### src/rtl/ptp_tsq_regs.sv
`timescale 1ns/1ps
// ptp_tsq_regs: per-channel register windows, pop sequencer and shadow capture for PTP TSU queues.
// Build option: define PTP_TSQ_IRQ_EN to generate the IRQEN registers and the registered irq_out.
module ptp_tsq_regs #(
   parameter int NUM_CH  = 2,
   parameter int DATA_W  = 128,
   parameter int TS_W    = 80,
   parameter int POP_LAT = 2
) (
   input  logic                     clk,
   input  logic                     rst_n,
   input  logic                     wr_in,
   input  logic                     rd_in,
   input  logic [7:0]               addr_in,
   input  logic [31:0]              data_in,
   output logic [31:0]              data_out,
   output logic                     rd_valid_out,
   output logic [NUM_CH-1:0]        q_rd_en_out,
   output logic [NUM_CH-1:0]        q_rst_out,
   output logic [8*NUM_CH-1:0]      q_mask_out,
   input  logic [NUM_CH-1:0]        q_empty_in,
   input  logic [8*NUM_CH-1:0]      q_level_in,
   input  logic [NUM_CH-1:0]        q_ovf_in,
   input  logic [DATA_W*NUM_CH-1:0] q_data_in,
   input  logic [TS_W*NUM_CH-1:0]   q_ts_in,
   output logic                     irq_out
);

   localparam int DW = DATA_W / 32;
   localparam int TW = (TS_W + 31) / 32;

   typedef enum logic [1:0] {S_IDLE, S_POP, S_WAIT} state_t;

   logic [1:0]              ch_sel;
   logic [3:0]              word;
   logic [NUM_CH-1:0][31:0] ch_rdata;
   logic [31:0]             rd_mux;
   logic                    unused_bits;

   assign ch_sel      = addr_in[7:6];
   assign word        = addr_in[5:2];
   assign unused_bits = ^{addr_in[1:0], data_in};

`ifdef PTP_TSQ_IRQ_EN
   logic [NUM_CH-1:0] irq_src;
`endif

   for (genvar c = 0; c < NUM_CH; c++) begin : g_ch
      logic              sel;
      logic              wr_ctrl, wr_stat, wr_mask;
      logic              pop_req, qrst_req, start_pop, udf_set;
      state_t            state_q, state_nxt;
      logic [2:0]        cnt_q, cnt_nxt;
      logic              capture;
      logic              busy, valid_q, ovf_q, udf_q, qrst_q;
      logic [7:0]        mask_q;
      logic [DATA_W-1:0] data_q;
      logic [TS_W-1:0]   ts_q;
      logic [TW*32-1:0]  ts_ext;
      logic [31:0]       irqen_rd;
      logic [31:0]       rdata;

      assign sel       = (ch_sel == 2'(c));
      assign wr_ctrl   = wr_in & sel & (word == 4'h0);
      assign wr_stat   = wr_in & sel & (word == 4'h1);
      assign wr_mask   = wr_in & sel & (word == 4'h2);
      assign pop_req   = wr_ctrl & data_in[0];
      assign qrst_req  = wr_ctrl & data_in[1];
      // A pop request is honoured only from IDLE; QRST in the same write suppresses it.
      assign start_pop = pop_req & ~qrst_req & (state_q == S_IDLE) & ~q_empty_in[c];
      assign udf_set   = pop_req & ~qrst_req & (state_q == S_IDLE) & q_empty_in[c];
      assign busy      = (state_q != S_IDLE);

      // NOTE: every variable gets a default first so no path leaves it unassigned (no latch).
      always_comb begin
         state_nxt = state_q;
         cnt_nxt   = cnt_q;
         capture   = 1'b0;
         case (state_q)
            S_IDLE: if (start_pop) state_nxt = S_POP;
            S_POP: begin
               cnt_nxt   = 3'(POP_LAT);
               state_nxt = S_WAIT;
            end
            S_WAIT: begin
               cnt_nxt = cnt_q - 3'd1;
               if (cnt_q == 3'd1) begin
                  capture   = 1'b1;
                  state_nxt = S_IDLE;
               end
            end
            default: state_nxt = S_IDLE;
         endcase
         if (qrst_req) begin
            state_nxt = S_IDLE;
            cnt_nxt   = '0;
            capture   = 1'b0;
         end
      end

      // NOTE: all state elements use non-blocking assignments so every flop samples pre-edge values.
      always_ff @(posedge clk or negedge rst_n) begin
         if (!rst_n) begin
            state_q <= S_IDLE;
            cnt_q   <= '0;
            valid_q <= 1'b0;
            qrst_q  <= 1'b0;
            mask_q  <= 8'hFF;
            ovf_q   <= 1'b0;
            udf_q   <= 1'b0;
         end else begin
            state_q <= state_nxt;
            cnt_q   <= cnt_nxt;
            qrst_q  <= qrst_req;
            if (qrst_req || start_pop) valid_q <= 1'b0;
            else if (capture)          valid_q <= 1'b1;
            if (wr_mask) mask_q <= data_in[7:0];
            ovf_q <= q_ovf_in[c] | (ovf_q & ~(wr_stat & data_in[16]));
            udf_q <= udf_set     | (udf_q & ~(wr_stat & data_in[17]));
         end
      end

      // Shadows are wide; they take a load enable and clear only on reset or QRST.
      always_ff @(posedge clk or negedge rst_n) begin
         if (!rst_n) begin
            data_q <= '0;
            ts_q   <= '0;
         end else if (qrst_req) begin
            data_q <= '0;
            ts_q   <= '0;
         end else if (capture) begin
            data_q <= q_data_in[c*DATA_W +: DATA_W];
            ts_q   <= q_ts_in[c*TS_W +: TS_W];
         end
      end

`ifdef PTP_TSQ_IRQ_EN
      logic       wr_irqen;
      logic [2:0] irqen_q;

      assign wr_irqen = wr_in & sel & (word == 4'h3);

      always_ff @(posedge clk or negedge rst_n) begin
         if (!rst_n)        irqen_q <= '0;
         else if (wr_irqen) irqen_q <= data_in[2:0];
      end

      assign irqen_rd   = {29'b0, irqen_q};
      assign irq_src[c] = (valid_q & irqen_q[0]) | (ovf_q & irqen_q[1]) | (~q_empty_in[c] & irqen_q[2]);
`else
      assign irqen_rd = '0;
`endif

      always_comb begin
         ts_ext           = '0;
         ts_ext[TS_W-1:0] = ts_q;
      end

      // Shadow words are presented most-significant word first.
      always_comb begin
         rdata = '0;
         case (word)
            4'h1:    rdata = {14'b0, udf_q, ovf_q, 6'b0, busy, valid_q, q_level_in[8*c +: 8]};
            4'h2:    rdata = {24'b0, mask_q};
            4'h3:    rdata = irqen_rd;
            default: begin
               for (int k = 0; k < DW; k++)
                  if (word == 4'(4 + k)) rdata = data_q[DATA_W-1-32*k -: 32];
               for (int k = 0; k < TW; k++)
                  if (word == 4'(8 + k)) rdata = ts_ext[TW*32-1-32*k -: 32];
            end
         endcase
      end

      assign ch_rdata[c]         = rdata;
      assign q_rd_en_out[c]      = (state_q == S_POP);
      assign q_rst_out[c]        = qrst_q;
      assign q_mask_out[8*c +: 8] = mask_q;
   end

   always_comb begin
      rd_mux = '0;
      for (int c = 0; c < NUM_CH; c++)
         if (ch_sel == 2'(c)) rd_mux = ch_rdata[c];
   end

   always_ff @(posedge clk or negedge rst_n) begin
      if (!rst_n) begin
         data_out     <= '0;
         rd_valid_out <= 1'b0;
      end else begin
         rd_valid_out <= rd_in;
         if (rd_in) data_out <= rd_mux;
      end
   end

`ifdef PTP_TSQ_IRQ_EN
   always_ff @(posedge clk or negedge rst_n) begin
      if (!rst_n) irq_out <= 1'b0;
      else        irq_out <= |irq_src;
   end
`else
   assign irq_out = 1'b0;
`endif

endmodule

### config.mk
export PLATFORM = sky130hd
export DESIGN_NAME = ptp_tsq_regs
export DESIGN_NICKNAME = d
export VERILOG_FILES = /design/src/rtl/ptp_tsq_regs.sv
export SDC_FILE = /design/constraint.sdc
export NUM_CORES = 1
export LEC_CHECK = 0
export ABC_AREA = 1
export BUFFER_PORTS_ARGS = -buffer_cell sky130_fd_sc_hd__buf_2
export CAP_MARGIN = 15
export CELL_PAD_IN_SITES_DETAIL_PLACEMENT = 0
export CELL_PAD_IN_SITES_GLOBAL_PLACEMENT = 2
export CORE_UTILIZATION = 26
export DETAILED_ROUTE_END_ITERATION = 8
export PLACE_DENSITY = 0.78
export SLEW_MARGIN = 10
export SYNTH_ARGS = -nofsm -noshare
export SYNTH_HDL_FRONTEND = slang
export SYNTH_SLANG_ARGS = --single-unit
### constraint.sdc
create_clock -name clk -period 4.4 [get_ports clk]
set_input_delay 0.66 -clock clk [delete_from_list [all_inputs] [get_ports clk]]
set_output_delay 0.66 -clock clk [all_outputs]
set_load 0.01 [all_outputs]
==> out/results.ini <==
[run_status]
outcome=finished, final reports clean

[clock_tree]
cts_max_level=2
clock_latency_ps=620
clockRootBuffer=clkbuf_16
clk_pin_slew_worst_paths_ps=60
post_cts_resized=0
clock_path_buffers=3
cts_buffers=59
clock-sinks=483
tritoncts=built
cts_setup_buffers=0
cts_hold_buffers=0

[place]
pre_cts_ws_ps=900
io_buffers=508
hpwl_um=71200
globalplace.congestion=0.836

[logic_synthesis]
synth_xor_area_frac=0.000743
synthArstFlopShare=1.00
avgSynthCellArea_um2=7.90
synth.net_count=3466
yosysWarnings=0
synth_cells=2982
synth_flop_cell=dfrtp_1
yosys.area.top_type_share=0.496
ys_ff_latch=483
synth_top_cell_by_area=dfrtp_1
yosys.area_share.simple=0.193
synth_compound_area_frac=0.162
synth.top_cells.by_area=dfrtp_1 (50%), nand3_1 (10%), inv_1 (8.2%)
synth-edff-count=0
synth_adder_area_share=0.00212
syn_area_mm2=0.0236
synth_cell_types=33
synth_top_family_by_area=simple AND/OR/NAND/NOR gates
synthMuxAreaShare=0
seq_area_frac_synth=0.514

[power]
leakage_nw=14.4
p_total_mw=13.3
power_frac_seq=0.453
intPower_mw=9.38
p_comb_frac=0.169
peakVddDrop_uv=238
p_sw_mw=3.89
clkPwrFrac=0.378
switching_share=0.293
power_per_cell_area_mw_per_mm2=454

[floorplanning]
design.die.area_mm2=0.0918
core_mm2=0.0899
start_util=0.262
ios=534
row_count=110
die_w_um=303
die-height_um=303

[timing]
skew_ps=16.8
max-slew-margin-rel=0.245
setup_ws_ps=1570
setup_tns_ps=0
hold_viol=0
drv_slew=0
worst_slew_pin_slew_ps=1130
finalSetupViolCount=0
holdWs_ps=80.2
fmax_ghz=0.353
finalCritPeriodShare=0.644
grt_setup_unrepaired=false
period_minus_slack_ps=2830

[grt]
antenna_found_initial=39
grt_overflow_total=0
first_global_vias=20900
grt_pass1_wl_um=139000
grt_max_degree=212
grt.total_usage=0.207

[flow_run]
maxCapViolations=0

[route]
drcViolationCount=0
wl_per_cell_um=20.8
ant_nets=0
first_pass_iters=5
vias_per_cell=4.61
vias=21400
drt_iter0_markers=1633
wirelength_um=96600

[setup_path]
crit_arrival_ps=3320
endpoint_kind=flip-flop
start_kind=primary input
worst-path-max-fanout=44
required_ps=4890
critPathKind=in -> reg

[final_layout]
syn2layout_area_growth_pct=23.8
drive_gt1_frac=0.204
nets=3883
final_util=0.325

[min_path]
hp-class=in -> async

[critical path, cell delays in order]
cell and delay [ps]:
buf_2 140, buf_4 440, nand2_1 120, inv_2 180
nand2_4 250, inv_1 600, nand2_1 90, o21ai_0 320
nand3b_1 310, nand2_1 130, a21oi_1 70
[power by group through the flow]
stage	Combinational, mW	Clock (mW)	Sequential [mW]
after floorplan	1.34	0	5.99
after global placement	2.23	0	6.05
after detailed placement	2.27	0	6.08
after CTS	2.29	5.17	6.01
after global routing	2.60	5.34	6.13
final	2.24	5.02	6.00
[state kept, by name, indices dropped and copies added (netlist names), 2 cells and up]
name / flops
g_ch.mask_q: 16
g_ch.valid_q: 2
g_ch.qrst_q: 2
g_ch.state_q: 4
g_ch.ts_q: 160
g_ch.ovf_q: 2
data_out: 32
g_ch.udf_q: 2
g_ch.cnt_q: 6
g_ch.data_q: 256
[per-layer routing]
metal / part of all wire / GRT usage / vias to the layer above
li1: - / - / 10500
met1: 0.43 / 0.268 / 10200
met2: 0.48 / 0.345 / 523
met3: 0.061 / 0.0458 / 160
met4: 0.025 / 0.0568 / 44
met5: 0.0028 / 0 / -
[cells in the final DEF, fill, tap and decap left out, drive strengths merged]
cell / netlist / final
a22o: 4 / 4
buf: 111 / 568
dfrtp: 467 / 467
nand2: 412 / 412
inv: 518 / 519
nand3: 474 / 474
bufinv: 0 / 4
clkinv: 0 / 14
nor4: 1 / 1
o221ai: 2 / 2
nand3b: 3 / 3
a21oi: 88 / 88
diode: 0 / 14
nor3: 4 / 4
o21ai: 587 / 587
nor2: 120 / 120
clkbuf: 101 / 87
clkinvlp: 0 / 2
o22ai: 36 / 36
xnor2: 2 / 2
o21bai: 17 / 17
o31ai: 2 / 2
conb: 1 / 1
ha: 4 / 4
nand4: 12 / 12
dfstp: 16 / 16
[cells by family after synthesis]
logic type               count (synthesis)
XOR/XNOR                                 2
AO/OA/AOI/OAI                          736
buffers and inverters                  730
other                                    1
AND/OR/NAND/NOR                       1026
adder cells (fa/ha/maj)                  4
flip-flops                             483
[synthesized netlist by cell type, types with 12 or more instances]
library cell / instances
dfstp_2: 16
dfrtp_1: 467
nand2_1: 409
o22ai_1: 36
inv_1: 513
buf_4: 23
o21ai_0: 338
nor2_1: 113
o21bai_1: 17
buf_2: 64
o21ai_1: 247
buf_6: 17
nand3_1: 474
a21oi_1: 88
nand4_1: 12
clkbuf_1: 101
[area by class of cell]
class / instances / area (µm²)
Tap cell: 1176 / 1470
Clock buffer: 87 / 1730
Antenna cell: 14 / 35.0
Multi-Input combinational cell: 1769 / 8480
Timing Repair Buffer: 568 / 3180
Fill cell: 9846 / 60700
Inverter: 518 / 1940
Sequential cell: 483 / 12100
Clock inverter: 21 / 233
[worst paths after layout]
check	from	endpoint	slack (ps)	cells past startpoint
hold reg to reg	data_out[6]	data_out[6]	470	2
min in group clk	q_empty_in[1]	g_ch[1].state_q[0]	230	2
setup reg to reg	g_ch[0].state_q[0]	g_ch[0].data_q[6]	2100	6
max in group asynchronous	rst_n	g_ch[1].ts_q[56]	3160	2
setup / recovery	addr_in[2]	data_out[16]	1570	11
hold / removal	rst_n	g_ch[0].data_q[117]	80	1
[stage by stage]
stage	instance area (µm²)	cells
final	29200	4636
after global routing	29200	4628
after CTS	29100	4622
after detailed placement	27200	4514
after global placement	27200	4514
after floorplan	23600	2982
(Power assumes the default switching activity.)
